--- src/rtl/conv_layer_scheduler.sv ---
// Multi-layer convolution sequencer: per layer runs weight load, bias load and compute,
// with per-layer beat targets read from a small writable config table.
//
// state   | meaning
// --------+-------------------------------------------------------------
// IDLE    | waiting for start; layer_idx holds the last layer run
// LOAD_W  | counting DDR_valid_in beats up to the layer's weight target
// LOAD_B  | fixed-length bias load of BIAS_CYCLES cycles
// COMPUTE | counting MAC_data_valid_out beats up to the compute target
// NEXT    | one-cycle decision: advance to the next layer or finish
// DONE    | one-cycle completion pulse
module conv_layer_scheduler #(
    parameter int  LAYER_NUM   = 8,
    parameter int  CNT_WIDTH   = 16,
    parameter int  BIAS_CYCLES = 9,
    localparam int LW          = $clog2(LAYER_NUM)
) (
    input  logic                   clk,
    input  logic                   rstn,
    input  logic                   start,
    input  logic                   abort,
    input  logic [LW:0]            cfg_layer_num,
    input  logic                   cfg_wr_en,
    input  logic [LW-1:0]          cfg_wr_addr,
    input  logic [2*CNT_WIDTH-1:0] cfg_wr_data,
    input  logic                   DDR_valid_in,
    input  logic                   MAC_data_valid_out,
    output logic [2:0]             current_state,
    output logic                   state_rst,
    output logic [LW-1:0]          layer_idx,
    output logic                   busy,
    output logic                   done
);

    typedef enum logic [2:0] {
        IDLE    = 3'd0,
        LOAD_W  = 3'd1,
        LOAD_B  = 3'd2,
        COMPUTE = 3'd3,
        NEXT    = 3'd4,
        DONE    = 3'd5
    } state_t;

    localparam logic [CNT_WIDTH-1:0] BIAS_LAST = CNT_WIDTH'(BIAS_CYCLES - 1);
    localparam logic [LW:0]          LAYER_MAX = (LW+1)'(LAYER_NUM);

    state_t                 r_state;
    state_t                 w_next;
    logic                   r_state_rst;
    logic                   r_busy;
    logic                   r_done;
    logic [LW-1:0]          r_idx;
    logic [LW-1:0]          w_idx_next;
    logic [LW:0]            r_num;
    logic [LW:0]            w_num_clamp;
    logic                   w_latch_num;
    logic [CNT_WIDTH-1:0]   r_cnt;
    logic [CNT_WIDTH-1:0]   w_cnt_inc;
    logic                   w_cnt_en;
    logic [CNT_WIDTH-1:0]   r_wb;
    logic [CNT_WIDTH-1:0]   r_cb;
    logic                   w_load_shadow;
    logic [LW-1:0]          w_load_idx;
    logic [2*CNT_WIDTH-1:0] r_cfg [LAYER_NUM];

    assign w_num_clamp = (cfg_layer_num > LAYER_MAX) ? LAYER_MAX : cfg_layer_num;
    // Saturating increment; the target compare always exits before the ceiling matters.
    assign w_cnt_inc   = (r_cnt == '1) ? r_cnt : r_cnt + 1'b1;

    always_comb begin
        w_next        = r_state;
        w_idx_next    = r_idx;
        w_latch_num   = 1'b0;
        w_cnt_en      = 1'b0;
        w_load_shadow = 1'b0;
        w_load_idx    = '0;
        case (r_state)
            IDLE: begin
                if (start) begin
                    if (cfg_layer_num != '0) begin
                        w_next        = LOAD_W;
                        w_idx_next    = '0;
                        w_latch_num   = 1'b1;
                        w_load_shadow = 1'b1;
                    end else begin
                        w_next = DONE;
                    end
                end
            end
            LOAD_W: begin
                w_cnt_en = DDR_valid_in;
                if ((r_wb == '0) || (DDR_valid_in && (w_cnt_inc == r_wb))) begin
                    w_next = LOAD_B;
                end
            end
            LOAD_B: begin
                w_cnt_en = 1'b1;
                if (r_cnt == BIAS_LAST) begin
                    w_next = COMPUTE;
                end
            end
            COMPUTE: begin
                w_cnt_en = MAC_data_valid_out;
                if ((r_cb == '0) || (MAC_data_valid_out && (w_cnt_inc == r_cb))) begin
                    w_next = NEXT;
                end
            end
            NEXT: begin
                if ({1'b0, r_idx} == (r_num - 1'b1)) begin
                    w_next = DONE;
                end else begin
                    w_next        = LOAD_W;
                    w_idx_next    = r_idx + 1'b1;
                    w_load_shadow = 1'b1;
                    w_load_idx    = r_idx + 1'b1;
                end
            end
            DONE:    w_next = IDLE;
            default: w_next = IDLE;
        endcase
        // Abort overrides every transition except in IDLE, where start keeps priority.
        if (abort && (r_state != IDLE)) begin
            w_next        = IDLE;
            w_idx_next    = r_idx;
            w_latch_num   = 1'b0;
            w_load_shadow = 1'b0;
        end
    end

    always_ff @(posedge clk or negedge rstn) begin
        if (!rstn) begin
            r_state     <= IDLE;
            r_state_rst <= 1'b0;
            r_busy      <= 1'b0;
            r_done      <= 1'b0;
            r_idx       <= '0;
            r_num       <= '0;
            r_cnt       <= '0;
            r_wb        <= '0;
            r_cb        <= '0;
            for (int i = 0; i < LAYER_NUM; i++) begin
                r_cfg[i] <= '0;
            end
        end else begin
            r_state     <= w_next;
            r_state_rst <= (w_next != r_state);
            r_busy      <= (w_next != IDLE);
            r_done      <= (w_next == DONE);
            r_idx       <= w_idx_next;
            if (w_latch_num) begin
                r_num <= w_num_clamp;
            end
            if (w_next != r_state) begin
                r_cnt <= '0;
            end else if (w_cnt_en) begin
                r_cnt <= w_cnt_inc;
            end
            // Table read and table write share the edge, so the shadow sees the old entry.
            if (w_load_shadow) begin
                {r_wb, r_cb} <= r_cfg[w_load_idx];
            end
            if (cfg_wr_en && ({1'b0, cfg_wr_addr} < LAYER_MAX)) begin
                r_cfg[cfg_wr_addr] <= cfg_wr_data;
            end
        end
    end

    assign current_state = r_state;
    assign state_rst     = r_state_rst;
    assign layer_idx     = r_idx;
    assign busy          = r_busy;
    assign done          = r_done;

endmodule
--- config.mk ---
export PLATFORM = sky130hd
export DESIGN_NAME = conv_layer_scheduler
export DESIGN_NICKNAME = d
export VERILOG_FILES = /design/src/rtl/conv_layer_scheduler.sv
export SDC_FILE = /design/constraint.sdc
export NUM_CORES = 1
export LEC_CHECK = 0
export BUFFER_PORTS_ARGS = -buffer_cell sky130_fd_sc_hd__buf_2
export CORE_AREA = 2 2 177 266
export CTS_CLUSTER_DIAMETER = 80
export CTS_CLUSTER_SIZE = 28
export DETAILED_ROUTE_END_ITERATION = 8
export DIE_AREA = 0 0 179 268
export PLACE_DENSITY_LB_ADDON = 0.3
export SLEW_MARGIN = 10
export SYNTH_ARGS = -nofsm -noshare
export SYNTH_HDL_FRONTEND = slang
export SYNTH_SLANG_ARGS = --single-unit
--- constraint.sdc ---
create_clock -name clk -period 3.6 [get_ports clk]
set_input_delay 0.72 -clock clk [delete_from_list [all_inputs] [get_ports clk]]
set_output_delay 0.72 -clock clk [all_outputs]
set_load 0.03 [all_outputs]
==> results.json <==
{
  "cp_top_family": "simple AND/OR/NAND/NOR gates",
  "vias": 11370,
  "ir_worst_vdd_mv": 0.3346,
  "worstPathRequired_ns": 3.99,
  "rsz0062_at_grt": "false",
  "gp_congestion": 0.9108,
  "wl_met3_mm": 1.361,
  "fin_nets": 1523,
  "crit_buf_inv": 1,
  "dpl.hpwl_mm": 28.28,
  "finalClockSkew_ns": 0.03170,
  "internal-power_uw": 6244,
  "yosys.cell_types.count": 64,
  "met2_length_mm": 21.96,
  "drive_gt1_share_pct": 29.22,
  "ys_seq_area_share_pct": 50.28,
  "numCtsBuffers": 17,
  "fin_crit_ns": 3.446,
  "pwr-share-seq_pct": 55.2,
  "die_w_microns": 179,
  "p_sw_uw": 2682,
  "rows": 96,
  "worst_pin_slew_ns": 0.9180,
  "syn-cell-area_sq_um": 15780,
  "clkPwrFrac_pct": 24.5,
  "root_buffer": "clkbuf_16",
  "drc_errors": 0,
  "synthCells": 1445,
  "design.core.area_sq_um": 45520,
  "worstPathArrival_ns": 3.83,
  "fin_crit_sh_pct": 95.71,
  "place_ws_ns": 0.06645,
  "synth-async-reset-ratio_pct": 100.0,
  "mostFrequentLayoutCells": "313 x dfrtp_1, 258 x mux2_2, 184 x nand2_1",
  "layout_commonest_cell": "dfrtp_1",
  "antenna_found_initial": 3,
  "maxCapViolations": 0,
  "drt_iter0_markers": 592,
  "start_util_pct": 34.66,
  "cp-end-kind": "register",
  "setup_slack_ns": 0.1543,
  "slowest_stage": "or4_4",
  "tns_ns": 0,
  "slowest_delay_ns": 0.55,
  "leakage_uw": 0.007212,
  "p_per_area_nw_per_um2": 508.5,
  "routedWlPerCell_microns": 21.14,
  "io_pins": 55,
  "final_antenna_net_count": 0,
  "die-height_microns": 268,
  "report.final.slew_viol_count": 0,
  "synth-seq-cells": 317,
  "post-cts-setup-buffers": 0,
  "switching_share_pct": 30.04,
  "grt_usage_pct": 18.56,
  "startpoint_type": "register",
  "cts_tree": "built",
  "ys.flop_type": "dfrtp_1",
  "cts-resized-gates": 0,
  "finalSetupViolCount": 0,
  "io_buffers": 54,
  "synth_area_per_cell_sq_um": 10.92,
  "grt_overflow_total": 0,
  "critPathMaxFanout": 7,
  "synth_warnings": 0,
  "p_comb_share_pct": 20.3,
  "cts_buffer_depth": 3,
  "die_area_sq_um": 47970,
  "top_layer_used": "met5",
  "status": "finished, final reports clean",
  "synthToLayoutAreaGrowth_pct": 11.26,
  "grt_pass1_vias": 11520,
  "grt_start_max_net_pins": 111,
  "finalWirelength_mm": 43.64,
  "cts_sinks": 317,
  "max_slew_margin_pct": 38.80,
  "htreeDepth": 1,
  "crit_type": "reg2reg",
  "hold_buffers": 0,
  "vias_per_cell": 5.507,
  "hold_class": "in2async",
  "synth_edf_count": 0,
  "drt_first_pass_iters": 6,
  "grt_pass1_wl_mm": 68.88,
  "max_freq_mhz": 290.2,
  "clkSlewWorstSetupHoldPaths_ns": 0.11,
  "clock_latency_ns": 0.53,
  "hold_viol_final": 0,
  "crit_chain": "ha_2 -> buf_4 -> and4_1 -> o2111ai_2 -> and3b_1 -> or4_4 -> nor3_4 -> a31oi_2 -> o211a_1 -> or4b_1",
  "synth_nets": 1495,
  "wl_met1_mm": 19.06
}
[Yosys cell counts, types with 3 or more instances]
cell / n / area [sq um]
mux2_2: 258 / 2905
nand2_1: 185 / 694.4
nor4_1: 20 / 125.1
nor3b_1: 4 / 30.03
a311oi_1: 5 / 43.79
o31ai_1: 6 / 45.04
xnor2_1: 28 / 245.2
nor2_1: 47 / 176.4
o2111ai_1: 4 / 35.03
dfrtp_1: 317 / 7933
ha_1: 4 / 50.05
nor4b_1: 5 / 43.79
a211oi_1: 3 / 22.52
a22o_1: 4 / 35.03
buf_2: 6 / 30.03
and4_1: 4 / 35.03
nand3_1: 77 / 385.4
and3_1: 7 / 43.79
o311ai_0: 64 / 560.5
a21oi_1: 52 / 260.3
buf_4: 5 / 37.54
mux2i_1: 3 / 30.03
nand2b_1: 70 / 437.9
inv_1: 13 / 48.80
xor2_1: 14 / 122.6
o21ai_0: 41 / 205.2
a31oi_1: 32 / 200.2
nand4b_1: 3 / 26.28
nor3_1: 8 / 40.04
o22ai_1: 4 / 25.02
nand4_1: 11 / 68.82
clkbuf_1: 98 / 367.9
or3_1: 5 / 31.28
[cells by family (layout without fill, tap and decap cells)]
| logic type | Yosys count | after routing | share of synthesized area, % |
|---|---|---|---|
| simple gates | 464 | 464 | 14.97 |
| flops | 317 | 317 | 50.28 |
| mux | 261 | 261 | 18.61 |
| compound gates | 232 | 232 | 10.12 |
| buf+inv | 123 | 153 | 3.093 |
| xor+xnor | 44 | 44 | 2.617 |
| fa+ha+maj | 4 | 4 | 0.3172 |
| other cells | 0 | 1 | 0 |
[cell type report]
class	instances	area, sq um
flip-flops and latches	317	7940
diodes	1	2.502
well taps	588	735.7
clock buffers	17	425.4
fillers	4411	27970
inverters	13	48.80
multi-input cells	1005	7423
repair buffers	119	880.8
clock inverters	4	96.34
[metrics by stage]
step | instances | utilization (%) | instance area, sq um | hold WS [ns] | total power [uW]
finish | 2064 | 38.56 | 17550 | 0.2148 | 8925
global route | 2064 | 38.56 | 17550 | 0.2815 | 9447
CTS | 2063 | 38.49 | 17520 | 0.2680 | 9030
detailed placement | 2042 | 37.34 | 17000 | 0.4844 | 6838
global placement | 2042 | 37.34 | 17000 | 0.4778 | 6761
floorplan | 1445 | - | 15780 | 0.4244 | 6127
[registers in the layout, indices dropped and copies added, names as in the netlist]
signal,count
r_cfg,256
r_cb,16
r_cnt,16
r_wb,16
r_num,4
current_state,3
layer_idx,3
busy,1
done,1
state_rst,1
[routing by layer]
| layer | GRT usage [%] | vias up |
|---|---|---|
| met5 | 0 | - |
| met4 | 5.669 | 4 |
| met3 | 2.193 | 59 |
| met2 | 32.40 | 167 |
| met1 | 23.92 | 5879 |
| li1 | - | 5257 |
[path summary, 6_finish.rpt]
| path | startpoint | end | slack [ns] | cells after the start |
|---|---|---|---|---|
| max | r_cnt[1]$_DFFE_PN0P_ | busy$_DFF_PN0_ | 0.15 | 10 |
| min | rstn | r_cfg[158]$_DFFE_PN0P_ | 0.21 | 1 |
| max reg2reg | r_cnt[1]$_DFFE_PN0P_ | busy$_DFF_PN0_ | 0.15 | 10 |
| min reg2reg | r_cfg[189]$_DFFE_PN0P_ | r_cfg[189]$_DFFE_PN0P_ | 0.50 | 1 |
| max in group asynchronous | rstn | layer_idx[0]$_DFFE_PN0P_ | 2.47 | 2 |
| min in group clk | r_cfg[189]$_DFFE_PN0P_ | r_cfg[189]$_DFFE_PN0P_ | 0.50 | 1 |
[power by group through the flow]
stage	logic, uW	registers, uW	clock network (uW)
2_1_floorplan	1350	4780	0
3_3_place_gp	1800	4960	0
3_5_place_dp	1840	5000	0
4_1_cts	1840	4920	2260
5_1_grt	2030	5020	2390
6_report	1820	4930	2180
Note: power is estimated with default switching activity, not from simulation.
